==> config.mk <==
export PLATFORM = sky130hd
export DESIGN_NAME = core_run_sequencer
export DESIGN_NICKNAME = d
export VERILOG_FILES = /design/src/rtl/core_run_pkg.sv /design/src/rtl/run_cycle_counter.sv /design/src/rtl/core_run_sequencer.sv
export SDC_FILE = /design/constraint.sdc
export NUM_CORES = 1
export LEC_CHECK = 0
export BUFFER_PORTS_ARGS = -buffer_cell sky130_fd_sc_hd__buf_2
export CAP_MARGIN = 5
export CORE_MARGIN = 2
export CORE_UTILIZATION = 40
export CTS_BUF_LIST = sky130_fd_sc_hd__clkbuf_8
export CTS_CLUSTER_DIAMETER = 60
export CTS_CLUSTER_SIZE = 24
export DETAILED_ROUTE_END_ITERATION = 12
export PLACE_DENSITY = 0.67
export SKIP_LAST_GASP = 1
export SLEW_MARGIN = 40
export SYNTH_ARGS = -nofsm -noshare
export SYNTH_HDL_FRONTEND = slang
export SYNTH_SLANG_ARGS = --single-unit
==> constraint.sdc <==
create_clock -name clk -period 2.5 [get_ports clk]
set_clock_uncertainty 0.05 [all_clocks]
set_input_delay 0.625 -clock clk [delete_from_list [all_inputs] [get_ports clk]]
set_output_delay 0.625 -clock clk [all_outputs]
set_load 0.01 [all_outputs]
==> src/rtl/core_run_pkg.sv <==
// Shared types and default parameter values for the core run sequencer.
package core_run_pkg;

  typedef enum logic [2:0] {
    StIdle,
    StAssert,
    StRelease,
    StRun,
    StDone
  } run_state_e;

  localparam int unsigned DefNumCh     = 2;
  localparam int unsigned DefRstCycles = 1;
  localparam int unsigned DefStagger   = 1;
  localparam int unsigned DefMaxCycles = 20;
  localparam int unsigned DefCntW      = 16;

endpackage

==> src/rtl/run_cycle_counter.sv <==
// RUN-phase cycle counter with synchronous clear, enable and a terminal-value flag.
module run_cycle_counter #(
  parameter int unsigned CNT_W = 16
) (
  input  logic             clk,
  input  logic             reset,
  input  logic             clr_i,
  input  logic             en_i,
  input  logic [CNT_W-1:0] term_i,
  output logic [CNT_W-1:0] count_o,
  output logic             term_o
);

  logic [CNT_W-1:0] count_q, count_d;

  always_comb begin
    count_d = count_q;
    if (clr_i) begin
      count_d = '0;
    end else if (en_i) begin
      count_d = count_q + 1'b1;
    end
  end

  always_ff @(posedge clk or posedge reset) begin
    if (reset) begin
      count_q <= '0;
    end else begin
      count_q <= count_d;
    end
  end

  assign count_o = count_q;
  assign term_o  = (count_q == term_i);

endmodule

==> src/rtl/core_run_sequencer.sv <==
// Sequences staggered core reset release, supervises the run and reports how it ended.
module core_run_sequencer
  import core_run_pkg::*;
#(
  parameter int unsigned NUM_CH     = DefNumCh,
  parameter int unsigned RST_CYCLES = DefRstCycles,
  parameter int unsigned STAGGER    = DefStagger,
  parameter int unsigned MAX_CYCLES = DefMaxCycles,
  parameter int unsigned CNT_W      = DefCntW
) (
  input  logic              clk,
  input  logic              reset,
  input  logic              start_i,
  input  logic              abort_i,
  input  logic [NUM_CH-1:0] halt_i,
  output logic [NUM_CH-1:0] ch_reset_n_o,
  output logic              running_o,
  output logic              done_o,
  output logic              timeout_o,
  output logic              aborted_o,
  output logic [CNT_W-1:0]  cycle_cnt_o
);

  // Edge index (relative to the start edge) at which the last channel is released.
  localparam int unsigned LastRel = RST_CYCLES + (NUM_CH - 1) * STAGGER;
  localparam int unsigned TickW   = $clog2(LastRel + 2);
  localparam logic [CNT_W-1:0] TermVal = CNT_W'(MAX_CYCLES - 1);

  run_state_e state_q, state_d;

  logic [NUM_CH-1:0] ch_rst_n_q, ch_rst_n_d;
  logic [NUM_CH-1:0] halt_flags_q, halt_flags_d;
  logic [NUM_CH-1:0] halt_upd;
  logic [NUM_CH-1:0] rel_mask;
  logic [TickW-1:0]  tick_q, tick_d;
  logic              running_q, running_d;
  logic              done_q, done_d;
  logic              timeout_q, timeout_d;
  logic              aborted_q, aborted_d;
  logic              cnt_clr, cnt_en, cnt_term;

  run_cycle_counter #(
    .CNT_W(CNT_W)
  ) u_cnt (
    .clk     (clk),
    .reset   (reset),
    .clr_i   (cnt_clr),
    .en_i    (cnt_en),
    .term_i  (TermVal),
    .count_o (cycle_cnt_o),
    .term_o  (cnt_term)
  );

  // tick_q holds the index of the upcoming edge; channel k is out of reset from its threshold on.
  always_comb begin
    rel_mask = '0;
    for (int unsigned k = 0; k < NUM_CH; k++) begin
      rel_mask[k] = (32'(tick_q) >= (RST_CYCLES + k * STAGGER));
    end
  end

  // Only channels already out of reset during this cycle may report a halt.
  assign halt_upd = halt_flags_q | (halt_i & ch_rst_n_q);

  always_comb begin
    state_d      = state_q;
    ch_rst_n_d   = ch_rst_n_q;
    halt_flags_d = halt_flags_q;
    tick_d       = tick_q;
    running_d    = running_q;
    done_d       = done_q;
    timeout_d    = timeout_q;
    aborted_d    = aborted_q;
    cnt_clr      = 1'b0;
    cnt_en       = 1'b0;

    unique case (state_q)
      StIdle, StDone: begin
        if (start_i) begin
          state_d      = StAssert;
          ch_rst_n_d   = '0;
          halt_flags_d = '0;
          tick_d       = TickW'(1);
          running_d    = 1'b0;
          done_d       = 1'b0;
          timeout_d    = 1'b0;
          aborted_d    = 1'b0;
          cnt_clr      = 1'b1;
        end
      end
      StAssert, StRelease: begin
        if (abort_i) begin
          state_d    = StDone;
          ch_rst_n_d = '0;
          running_d  = 1'b0;
          done_d     = 1'b1;
          timeout_d  = 1'b0;
          aborted_d  = 1'b1;
        end else begin
          halt_flags_d = halt_upd;
          ch_rst_n_d   = rel_mask;
          if (tick_q != TickW'(LastRel)) begin
            tick_d = tick_q + 1'b1;
          end
          if (&rel_mask) begin
            state_d   = StRun;
            running_d = 1'b1;
          end else if (rel_mask[0]) begin
            state_d = StRelease;
          end
        end
      end
      StRun: begin
        if (abort_i) begin
          state_d    = StDone;
          ch_rst_n_d = '0;
          running_d  = 1'b0;
          done_d     = 1'b1;
          timeout_d  = 1'b0;
          aborted_d  = 1'b1;
        end else begin
          halt_flags_d = halt_upd;
          if (&halt_upd) begin
            state_d   = StDone;
            running_d = 1'b0;
            done_d    = 1'b1;
            timeout_d = 1'b0;
          end else if (cnt_term) begin
            state_d   = StDone;
            running_d = 1'b0;
            done_d    = 1'b1;
            timeout_d = 1'b1;
          end else begin
            cnt_en = 1'b1;
          end
        end
      end
      default: begin
        state_d = StIdle;
      end
    endcase
  end

  always_ff @(posedge clk or posedge reset) begin
    if (reset) begin
      state_q      <= StIdle;
      ch_rst_n_q   <= '1;
      halt_flags_q <= '0;
      tick_q       <= '0;
      running_q    <= 1'b0;
      done_q       <= 1'b0;
      timeout_q    <= 1'b0;
      aborted_q    <= 1'b0;
    end else begin
      state_q      <= state_d;
      ch_rst_n_q   <= ch_rst_n_d;
      halt_flags_q <= halt_flags_d;
      tick_q       <= tick_d;
      running_q    <= running_d;
      done_q       <= done_d;
      timeout_q    <= timeout_d;
      aborted_q    <= aborted_d;
    end
  end

  assign ch_reset_n_o = ch_rst_n_q;
  assign running_o    = running_q;
  assign done_o       = done_q;
  assign timeout_o    = timeout_q;
  assign aborted_o    = aborted_q;

endmodule
======== Word level (Yosys, flattened, before mapping) ========
Index checks and enable logic that the tools add are counted.
operators by class
  $add $sub $neg .......................... 2
  multiply operators ...................... 0
  divide/modulo/power cells ............... 0
  order comparisons ....................... 2
  equality and inequality tests ........... 16
  shift operators ......................... 0
  multiplexer cells ....................... 43
  bitwise operators ....................... 2
  reductions and logical operators ........ 17
operator list
  kind                                             number
  2-to-1 mux 16 bit                                2
  2-to-1 mux 3 bit                                 7
  2-to-1 mux 1 bit                                 19
  adder 16 x 1 -> 16 bit (second input constant)   1
  == test 16 x 5 -> 1 bit (second input constant)  1
  2-to-1 mux 2 bit                                 7
  inequality test 2 bit (second input constant)    7
  AND reduction 3 bit                              4
  AND reduction 4 bit                              3
  one-hot mux 1 bit (3 select lines)               3
  one-hot mux 3 bit (3 select lines)               1
  inequality test 4 bit (second input constant)    2
  one-hot mux 2 bit (2 select lines)               2
  == test 3 x 2 -> 1 bit (second input constant)   2
  one-hot mux 2 bit (3 select lines)               1
  nonzero test 2 bit                               3
  AND reduction 2 bit                              2
  OR reduction 2 bit                               2
  == test 3 x 1 -> 1 bit (second input constant)   1
  == test 3 bit (second input constant)            1
  logical NOT 3 bit                                1
  inequality test 3 bit (second input constant)    1
  nonzero test 3 bit                               1
  OR reduction 3 bit                               1
  7 further kinds                                  7
storage, ports and cells
  register bits ........................... 29
  bits in latches ......................... 0
  RAM bits ................................ 0
  memory bits (read-only) ................. 0
  input port bits ......................... 6
  output and inout bits ................... 22
  word-level logic and storage cells ...... 91
  memories ................................ 0

======== Logic depth before layout (Yosys ltp) ========
  depth in word-level cells ............... 8
  depth in mapped cells ................... 7
  mapped depth without buffers ............ 6

======== By module ========
From an unflattened synthesis, not the netlist that was laid out.
second synthesis, totals
  cell total of the unflattened synthesis .. 193
  area, all modules ....................... 1853.0 um2
modules (own cells, without submodules)
  module              instances  cells each  area an instance (um2)
  run_cycle_counter   1          104         1033.5
  core_run_sequencer  1          89          819.5

======== Worst setup path after synthesis ========
Ideal clock, no wire load.
  kind .................................... register -> register
  start point ............................. reg u_cnt.count_q[0], in the netlist u_cnt.count_o[0]
  end point ............................... reg u_cnt.count_q[14], in the netlist u_cnt.count_o[14]
  setup time .............................. 139 ps
  arrival ................................. 1690 ps
  required time ........................... 2311 ps
  slack ................................... 621 ps
  cell stages (with the launch flop) ...... 8
  path through ............................ dfrtp_1 -> ha_1 -> nor4b_1 -> and4_1 -> buf_4 -> buf_4 -> o311ai_0 -> o31ai_1
between the ends
  cells in the longest elaborated chain, start to end .. 6
  elaborated cells on any way between the ends .. 9
  those cells by class .................... 1 x add/sub; 1 x eq/ne; 6 x mux; 1 x reduce/logical
RTL lines
  what                                                                            line                     text
  start: declaration                                                              run_cycle_counter.sv:14  logic [CNT_W-1:0] count_q, count_d;
  start signal: assignment                                                        run_cycle_counter.sv:29  count_q <= count_d;
  parallel branches: the longest is 6 deep, another holds adder 16 x 1 -> 16 bit  -
Parallel ways; which one is timed is not known. The select of a mux whose other input is x is not followed.
A chain may end at the register's enable or synchronous reset.

======== Worst setup path after layout ========
  start point ............................. reg u_cnt.count_q[0], in the netlist u_cnt.count_o[0]
  end point ............................... reg state_q[2]
between the ends
  cells in the longest elaborated chain, start to end .. 3
RTL lines
  what                             line                       text
  == test 16 x 5 -> 1 bit          run_cycle_counter.sv:34    assign term_o = (count_q == term_i);
  inequality test 4 bit (no line)  -
  AND reduction 3 bit (no line)    -
  end signal: assignment           core_run_sequencer.sv:146  state_q <= StIdle;
  end signal: assignment           core_run_sequencer.sv:155  state_q <= state_d;
  end: declaration                 core_run_sequencer.sv:29   run_state_e state_q, state_d;
Every way passes these cells.

==> flow_metrics.tcl <==
set metrics [dict create \
    path_cells "ha_1 -> nor4b_1 -> and4_1 -> o21ai_1 -> mux2_2" \
    cts_setup_buffers 0 \
    drive_gt1_frac 0.220 \
    synth_ff_type "dfrtp_1" \
    grtUsageTotal 0.189 \
    io_pins 28 \
    fmax_mhz 462 \
    dr_total_vias 1451 \
    post-place-cells 242 \
    fin_cells 250 \
    path_clk_slew_ns 0.07 \
    first_iter_violations 54 \
    dpl-instance-area_um2 1820 \
    cts.htree.levels 2 \
    cts_max_path_buffers 2 \
    synth_seq_cells 29 \
    synthArstFlopShare 1.00 \
    cp_max_fo 12 \
    fillerInstances 391 \
    syn_to_final_growth_pct 18.2 \
    clock-sinks 29 \
    place_congestion 0.801 \
    ant_nets 0 \
    grt_max_degree 30 \
    end_kind "flip-flop" \
    final_util 0.488 \
    ys_seq_area_frac 0.444 \
    yosys_warnings 0 \
    core_um2 3970 \
    die-height_um 68.0 \
    synth_edf_count 0 \
    avgSynthCellArea_um2 9.70 \
    worst_slew_pin_slew_ns 0.550 \
    worstHoldPathType "input port to async pin" \
    cp-start-kind "flip-flop" \
    overflow 0 \
    core.rowCount 23 \
    hold_buffers 0 \
    synth_cell_types 44 \
    fin_crit_ns 2.17 \
    wirelength_um 3830 \
    die_area_um2 4630 \
    postCtsResizedCells 0 \
    final_cell_area_um2 1940 \
    p_leak_uw 0.000913 \
    cp_data_required_time_ns 2.62 \
    portBuffers 27 \
    antenna_cells 0 \
    grt_pass1_vias 1381 \
    cp_slowest_cell "and4_1" \
    antenna_found_initial 0 \
    arrival_ns 2.29 \
    slew_headroom 0.634 \
    hold_viol_final 0 \
    cts_made_buffers 5 \
    crit_type "flip-flop to flip-flop" \
    vias_per_cell 5.80 \
    drt-pass1-iter-count 4 \
    synth_nets 178 \
    clkLatencyLatePin_ns 0.29 \
    die_x_um 68.0 \
    drc 0 \
    cts_tree "built" \
    start_util 0.413 \
    grt_pass1_wl_um 6500 \
    setup_viol 0 \
    final_max_slew_viol_count 0 \
    maxCapViolCount 0 \
    dp_hpwl_um 2620 \
    cts_root_buffer "clkbuf_8" \
    irDropWorstVdd_uv 293 \
    status "completed" \
    slowest_delay_ns 0.53 \
    syn-cell-area_um2 1640 \
    nets 208 \
    layout_common_cells "dfrtp_1 (27), buf_2 (27), nand2_1 (18)" \
    tns_ns 0 \
    routedWlPerCell_um 15.3 \
    fin_crit_sh 0.866 \
    p_per_area_nw_per_um2 907 \
    rsz0062_at_grt "no" \
    syn_inst 169 \
]
[kinds of logic after synthesis]
family / share of synthesized area
compound gates: 0.161
buf+inv: 0.0466
xor+xnor: 0.00534
fa+ha+maj: 0.0229
mux: 0.0802
flops: 0.444
simple gates: 0.240
[critical path: cells and delay by family, from the launching register on]
| family | cells | cell delay, ns |
|---|---|---|
| muxes | 1 | 0.30 |
| AOI/OAI and AO/OA | 1 | 0.17 |
| DFF | 1 | 0.42 |
| and+or+nand+nor | 2 | 0.86 |
| adders and majority gates | 1 | 0.25 |
[state kept, by name (all words and copies together) (netlist names)]
signal and cells:
timeout_o 1, state_q 3, tick_q 2, u_cnt.count_o 16, done_o 1, running_o 1, ch_reset_n_o 2, aborted_o 1
halt_flags_q 2
[metal layers]
| layer | global-route usage | wire, µm | vias up |
|---|---|---|---|
| li1 | - | - | 701 |
| met1 | 0.247 | 1770 | 715 |
| met2 | 0.299 | 1860 | 30 |
| met3 | 0.0461 | 154 | 5 |
| met4 | 0.0775 | 46 | 0 |
| met5 | 0 | 0 | - |
[stage by stage]
step	power, µW	worst slack, ns	hold slack (ns)
2_1_floorplan	1090	0.621	0.400
3_3_place_gp	1250	0.284	0.418
3_5_place_dp	1260	0.235	0.428
4_1_cts	1770	0.340	0.359
5_1_grt	1880	0.0550	0.395
6_report	1760	0.334	0.345
[power breakdown]
part,switching [µW],total (µW),internal [µW]
Combinational,324,558,234
Sequential,112,690,578
Clock,187,508,321
Total,623,1760,1130
[cell type report]
class | count | area [µm²] | area share
Multi-Input combinational cell | 125 | 835 | 0.431
Sequential cell | 29 | 728 | 0.376
Timing Repair Buffer | 32 | 173 | 0.0891
Clock buffer | 6 | 82.6 | 0.0426
Tap cell | 50 | 62.6 | 0.0323
Clock inverter | 2 | 33.8 | 0.0174
Inverter | 6 | 22.5 | 0.0116
[synth_stat cells, drive strengths merged (2+ instances only)]
cell type / n / area [µm²]
and3: 3 / 18.8
nand4: 6 / 37.5
nand2b: 4 / 25.0
a21oi: 7 / 35.0
nand2: 18 / 67.6
or4: 2 / 15.0
nor2: 10 / 45.0
and4: 5 / 43.8
buf: 7 / 46.3
nor3: 3 / 15.0
inv: 6 / 22.5
o21ai: 7 / 35.0
nor3b: 2 / 15.0
o31ai: 5 / 37.5
clkbuf: 2 / 7.51
o2bb2ai: 3 / 26.3
o311ai: 3 / 26.3
nor4: 6 / 37.5
a31oi: 4 / 25.0
mux2i: 12 / 120
ha: 3 / 37.5
nand3: 7 / 35.0
dfrtp: 27 / 676
dfstp: 2 / 52.6
[worst paths after layout]
check	cells past startpoint	to	slack [ns]	from
max reg2reg	5	state_q[2]	0.33	u_cnt.count_o[0]
min in group clk	1	tick_q[0]	0.43	tick_q[0]
min reg2reg	1	tick_q[0]	0.43	tick_q[0]
max	5	state_q[2]	0.33	u_cnt.count_o[0]
max in group asynchronous	3	ch_reset_n_o[0]	1.74	reset
min	3	halt_flags_q[1]	0.35	reset
No activity file was read; power rests on OpenSTA's default activity.
